File: config.mk
export PLATFORM = sky130hd
export DESIGN_NAME = cache_controller
export DESIGN_NICKNAME = d
export VERILOG_FILES = /design/src/rtl/cache_controller.sv
export SDC_FILE = /design/constraint.sdc
export NUM_CORES = 1
export LEC_CHECK = 0
export BUFFER_PORTS_ARGS = -buffer_cell sky130_fd_sc_hd__buf_2
export CAP_MARGIN = 20
export CORE_ASPECT_RATIO = 1.75
export CORE_UTILIZATION = 33
export DETAILED_ROUTE_END_ITERATION = 8
export SLEW_MARGIN = 10
export SYNTH_ARGS = -nofsm -noshare
export SYNTH_HDL_FRONTEND = slang
export SYNTH_SLANG_ARGS = --single-unit
File: constraint.sdc
create_clock -name clk -period 2.8 [get_ports clk]
set_input_delay 0.56 -clock clk [delete_from_list [all_inputs] [get_ports clk]]
set_output_delay 0.56 -clock clk [all_outputs]
set_load 0.02 [all_outputs]
File: src/rtl/cache_controller.sv
// Two-line direct-mapped snooping cache controller (MSI) with a shared message bus.
// One outstanding CPU request; snoop write-backs preempt the controller's own bus messages.
module cache_controller #(
   parameter logic [1:0] ReadMiss   = 2'b00,
   parameter logic [1:0] WriteMiss  = 2'b01,
   parameter logic [1:0] Invalidate = 2'b10,
   parameter logic [1:0] WriteBack  = 2'b11
) (
   input  logic       clk,
   input  logic       rst,
   input  logic       cpu_rd,
   input  logic       cpu_wr,
   input  logic [1:0] cpu_addr,
   input  logic [3:0] cpu_wdata,
   output logic [3:0] cpu_rdata,
   output logic       cpu_ready,
   output logic [7:0] bus_out,
   output logic       bus_out_valid,
   input  logic [7:0] bus_in,
   input  logic       bus_in_valid,
   input  logic [3:0] mem_q
);

   typedef enum logic [1:0] {LINE_I, LINE_S, LINE_M} line_state_e;
   typedef enum logic [2:0] {IDLE, WB, MISS, WAIT, FILL, UPG} state_e;

   state_e      state_q, state_d;
   line_state_e line_st_q   [2];
   line_state_e line_st_d   [2];
   logic [1:0]  line_tag_q  [2];
   logic [1:0]  line_tag_d  [2];
   logic [3:0]  line_data_q [2];
   logic [3:0]  line_data_d [2];

   logic [1:0] addr_q, addr_d;
   logic [3:0] wdata_q, wdata_d;
   logic       is_wr_q, is_wr_d;
   logic [3:0] mem_data_q, mem_data_d;
   logic       ready_q, ready_d;
   logic [3:0] rdata_q, rdata_d;
   logic       pend_q, pend_d;
   logic [1:0] pend_tag_q, pend_tag_d;
   logic [3:0] pend_data_q, pend_data_d;

   logic [1:0] snp_code;
   logic [1:0] snp_tag;
   logic       snp_idx;
   logic       snp_skip;
   logic       snp_match;
   logic       snp_share;
   logic       snp_kill;
   logic       req_idx;
   logic       req_hit;
   logic       act_idx;
   logic       upg_ok;
   logic [3:0] fill_data;

   assign snp_code = bus_in[7:6];
   assign snp_tag  = bus_in[5:4];
   assign snp_idx  = snp_tag[0];

   // The block being fetched is not ours yet, and the victim in WB is already leaving.
   assign snp_skip = ((state_q == MISS || state_q == WAIT || state_q == FILL) && snp_tag == addr_q)
                   || (state_q == WB && snp_idx == addr_q[0]);

   assign snp_match = bus_in_valid && !snp_skip
                    && line_st_q[snp_idx] != LINE_I && line_tag_q[snp_idx] == snp_tag;
   assign snp_share = snp_match && snp_code == ReadMiss;
   assign snp_kill  = snp_match && !snp_share
                    && (snp_code == WriteMiss || snp_code == Invalidate);

   assign req_idx = cpu_addr[0];
   assign req_hit = line_st_q[req_idx] != LINE_I && line_tag_q[req_idx] == cpu_addr;

   assign act_idx   = addr_q[0];
   assign upg_ok    = line_st_q[act_idx] == LINE_S && line_tag_q[act_idx] == addr_q
                    && !(snp_kill && snp_idx == act_idx);
   assign fill_data = is_wr_q ? wdata_q : mem_data_q;

   assign cpu_ready = ready_q || (state_q == FILL && !pend_q);
   assign cpu_rdata = (state_q == FILL) ? fill_data : rdata_q;

   always_comb begin
      // NOTE: every signal written here gets a default first, so no path can infer a latch.
      state_d       = state_q;
      line_st_d     = line_st_q;
      line_tag_d    = line_tag_q;
      line_data_d   = line_data_q;
      addr_d        = addr_q;
      wdata_d       = wdata_q;
      is_wr_d       = is_wr_q;
      mem_data_d    = mem_data_q;
      ready_d       = 1'b0;
      rdata_d       = rdata_q;
      pend_d        = 1'b0;
      pend_tag_d    = pend_tag_q;
      pend_data_d   = pend_data_q;
      bus_out       = 8'h00;
      bus_out_valid = 1'b0;

      if (pend_q) begin
         bus_out       = {WriteBack, pend_tag_q, pend_data_q};
         bus_out_valid = 1'b1;
      end

      if (snp_share && line_st_q[snp_idx] == LINE_M) begin
         line_st_d[snp_idx] = LINE_S;
         pend_d             = 1'b1;
         pend_tag_d         = snp_tag;
         pend_data_d        = line_data_q[snp_idx];
      end else if (snp_kill) begin
         line_st_d[snp_idx] = LINE_I;
         if (line_st_q[snp_idx] == LINE_M) begin
            pend_d      = 1'b1;
            pend_tag_d  = snp_tag;
            pend_data_d = line_data_q[snp_idx];
         end
      end

      // A pending snoop write-back owns the bus, so message-issuing states hold.
      case (state_q)
         IDLE: begin
            if (!pend_q && !ready_q && !snp_match && (cpu_rd || cpu_wr)) begin
               addr_d  = cpu_addr;
               wdata_d = cpu_wdata;
               is_wr_d = cpu_wr;
               if (req_hit && !cpu_wr) begin
                  ready_d = 1'b1;
                  rdata_d = line_data_q[req_idx];
               end else if (req_hit && line_st_q[req_idx] == LINE_M) begin
                  line_data_d[req_idx] = cpu_wdata;
                  ready_d              = 1'b1;
                  rdata_d              = cpu_wdata;
               end else if (req_hit) begin
                  state_d = UPG;
               end else if (line_st_q[req_idx] == LINE_M) begin
                  state_d = WB;
               end else begin
                  state_d = MISS;
               end
            end
         end
         WB: begin
            if (!pend_q) begin
               bus_out            = {WriteBack, line_tag_q[act_idx], line_data_q[act_idx]};
               bus_out_valid      = 1'b1;
               line_st_d[act_idx] = LINE_I;
               state_d            = MISS;
            end
         end
         MISS: begin
            if (!pend_q) begin
               bus_out       = {(is_wr_q ? WriteMiss : ReadMiss), addr_q, 4'h0};
               bus_out_valid = 1'b1;
               state_d       = WAIT;
            end
         end
         WAIT: begin
            mem_data_d = mem_q;
            state_d    = FILL;
         end
         FILL: begin
            if (!pend_q) begin
               line_st_d[act_idx]   = is_wr_q ? LINE_M : LINE_S;
               line_tag_d[act_idx]  = addr_q;
               line_data_d[act_idx] = fill_data;
               state_d              = IDLE;
            end
         end
         UPG: begin
            if (!pend_q) begin
               if (upg_ok) begin
                  bus_out              = {Invalidate, addr_q, 4'h0};
                  bus_out_valid        = 1'b1;
                  line_st_d[act_idx]   = LINE_M;
                  line_data_d[act_idx] = wdata_q;
                  ready_d              = 1'b1;
                  rdata_d              = wdata_q;
                  state_d              = IDLE;
               end else begin
                  // Our copy was invalidated under us: fetch it as a write miss instead.
                  state_d = MISS;
               end
            end
         end
         default: state_d = IDLE;
      endcase
   end

   // NOTE: state registers use non-blocking assignments so every flop samples pre-edge values.
   always_ff @(posedge clk) begin
      if (rst) begin
         state_q   <= IDLE;
         line_st_q <= '{default: LINE_I};
         ready_q   <= 1'b0;
         rdata_q   <= 4'h0;
         pend_q    <= 1'b0;
      end else begin
         state_q   <= state_d;
         line_st_q <= line_st_d;
         ready_q   <= ready_d;
         rdata_q   <= rdata_d;
         pend_q    <= pend_d;
      end
   end

   // NOTE: tag/data storage is left unreset; a line's state alone decides whether it is valid.
   always_ff @(posedge clk) begin
      line_tag_q  <= line_tag_d;
      line_data_q <= line_data_d;
      addr_q      <= addr_d;
      wdata_q     <= wdata_d;
      is_wr_q     <= is_wr_d;
      mem_data_q  <= mem_data_d;
      pend_tag_q  <= pend_tag_d;
      pend_data_q <= pend_data_d;
   end

endmodule

==> impl_metrics.toml <==
[status]
status = "completed"

[route]
wl_per_cell_um = 18.1
drtIter0Drc = 264
via_count = 2636
ant_nets = 0
drtPass1Iterations = 4
drt_wl_total_mm = 8.67
vias_per_cell = 5.49
drc = 0

[placed_design]
postPlaceCellArea_sq_um = 3250
port_buffers = 32
gp_congestion = 0.895
post-dp-hpwl_mm = 6.70

[logic_synthesis]
async_flop_share = 0
synth_edf_count = 29
syn_avg_cell_area_sq_um = 9.05
yosysSeqAreaShare = 0.401
yosysWarnings = 0
ys_seq_elements = 42
netlist_area_sq_um = 2820
synthesis.nets = 336
synth_cells = 312
ys.flop_type = "edfxtp_1"
ys_types = 57

[setup_path]
crit_cells = 7
cp_num_buf_inv = 3
critPathMaxStageDelay_ns = 0.54
startpoint_type = "flip-flop"
r2r_cells = 8
critPathMaxFanout = 3
critPathSlowestCell = "or4b_4"
worstPathArrival_ns = 2.15
worstPathRequired_ns = 2.24
cp_top_family = "compound AO/OA/AOI/OAI gates"
cp-end-kind = "output pin"
worstSetupPathType = "flip-flop to output pin"
path_cells = "or4b_4 > o22ai_4 > buf_6 > inv_1 > a31o_2 > o221ai_2 > buf_4"

[pwr]
p_per_area_nw_per_um2 = 611
ir_drop_mv = 0.327
p_total_mw = 2.13
power.leakage_nw = 1.33

[global_route]
grt-ovfl-total = 0
grt_max_degree = 27
antenna_found_initial = 0
grt_pass1_wl_mm = 13.2
grt_pass1_vias = 2569
track_usage = 0.200

[sta]
period_needed_ns = 2.71
fin_skew_ns = 0.00456
hold_viol_final = 0
worst_pin_slew_ns = 0.589
fin_setup_tns_ns = 0
fmaxAchievable_ghz = 0.368
slew_viol_final = 0
slew_headroom = 0.608
fin_crit_sh = 0.969
rsz0062_at_grt = "no"
setup_violations = 0

[floorplanning]
initial_core_util = 0.340
boundaryPins = 37
dieArea_sq_um = 8950
core_area_sq_um = 8310
die_x_um = 71.9
rows = 44
die_y_um = 124

[min_path]
hold_path_depth = 1
hp-class = "input port to flip-flop"

[clock_tree]
cts_tree = "built"
htreeDepth = 2
cts.sink_count = 42
cts_buffer_depth = 2
cts.reportedPaths.clkPinSlew_ns = 0.06
clock_latency_ns = 0.29
numCtsBuffers = 5
cts_root_buf = "clkbuf_16"

[final_layout]
drive_above_1_share = 0.263
fin_area_sq_um = 3490
area.growth.synth_to_final_pct = 23.6
nets = 388
n_antenna_cell = 0
fin_util = 0.420

[run]
drv_cap = 0
[metrics by stage]
step                hold slack [ns]  setup slack (ns)  cells
floorplan                     0.444             0.230    312
global placement              0.489            0.0990    466
detailed placement            0.501            0.0530    466
CTS                           0.439           0.00664    475
global route                  0.440           0.00161    480
finish                        0.446            0.0862    480
[cell type report]
cell class | instances | area, sq um
fillers | 817 | 4820
multi-input cells | 239 | 1610
flip-flops and latches | 42 | 1130
repair buffers | 67 | 435
well taps | 115 | 144
clock buffers | 7 | 133
inverters | 9 | 33.8
clock inverters | 1 | 3.75
[flip-flops by register name, summed over array words and instances, names as in the netlist]
signal,flops
mem_data_q,4
line_data_q,8
wdata_q,4
rdata_q,4
line_tag_q,4
state_q,3
is_wr_q,1
addr_q,2
pend_tag_q,2
pend_q,1
line_st_q,4
ready_q,1
pend_data_q,4
[power breakdown]
part	switching [mW]	internal [mW]	total, mW
Sequential	0.0685	0.732	0.800
Combinational	0.468	0.309	0.777
Clock	0.228	0.328	0.556
[per-layer routing]
metal	vias up	global-route usage	share of wire
met4	0	0.135	0.051
met5	-	0	0
li1	1269	-	-
met1	1250	0.197	0.35
met2	88	0.375	0.56
met3	29	0.0210	0.042
[synth_stat cells (all sizes together), types with 2 or more instances]
master   n  share of area
nand3   13          0.023
edfxtp  29           0.31
nor2b    3         0.0066
nor2    26          0.035
nand2   37          0.050
inv      9          0.012
a221oi   3         0.0093
nand3b   2         0.0053
o21ai   23          0.045
o31ai    7          0.019
o32ai    3         0.0093
or2      3         0.0066
mux2i   27          0.096
dfxtp   13          0.092
a31oi    2         0.0044
nor3     6          0.011
xor2     5          0.016
nand2b   8          0.018
a21o     2         0.0053
mux2     5          0.021
a311oi   5          0.018
a22oi    2         0.0071
o211ai   8          0.021
buf      7          0.014
a211oi   3         0.0080
a21oi   17          0.030
a31o     4          0.012
clkbuf  15          0.020
or3      3         0.0066
nand4    3         0.0066
o22ai    3          0.012
[placed cells by master (no fill, tap or decap), types with 3 or more instances in the layout]
master and count:
o21ai_0 21, a21oi_1 16, nor2b_1 3, nand2_1 36, nor3_1 6, clkbuf_16 5
or3_1 3, edfxtp_1 29, xor2_1 5, a221oi_1 3, mux2i_1 27, o211ai_1 8
o31ai_1 7, nand4_1 3, a311oi_1 4, mux2_2 4, o32ai_1 3, buf_2 30
or2_2 3, nor2_1 24, inv_1 9, dfxtp_1 13, nand2b_1 8, nand3_1 13
buf_4 35
[cells by family after synthesis]
kind of cell | after synthesis | synth area share
AOI/OAI and AO/OA | 89 | 0.222
xor gates and xnor gates | 6 | 0.0186
adders and majority gates | 1 | 0.00443
buffers and inverters | 31 | 0.0465
DFF | 42 | 0.401
muxes | 32 | 0.117
and+or+nand+nor | 111 | 0.191
[path summary, 6_finish.rpt]
path / endpoint / slack, ns / start
min: mem_data_q[1]$_DFFE_PP_ / 0.45 / mem_q[1]
max reg2reg: pend_tag_q[1]$_DFFE_PP_ / 0.25 / line_tag_q[1]$_DFFE_PP_
max: bus_out_valid / 0.09 / line_tag_q[2]$_DFFE_PP_
min reg2reg: rdata_q[3]$_SDFFE_PP0P_ / 0.51 / rdata_q[3]$_SDFFE_PP0P_
[repair_timing]
item / in CTS / in global routing
setup endpoints to repair: 1 / 3
buffers inserted: 1 / 6
gates resized for setup: 6 / 8
pin swaps: 3 / 3
hold buffers: 0 / 0
Power figures use the tool's default switching activity.
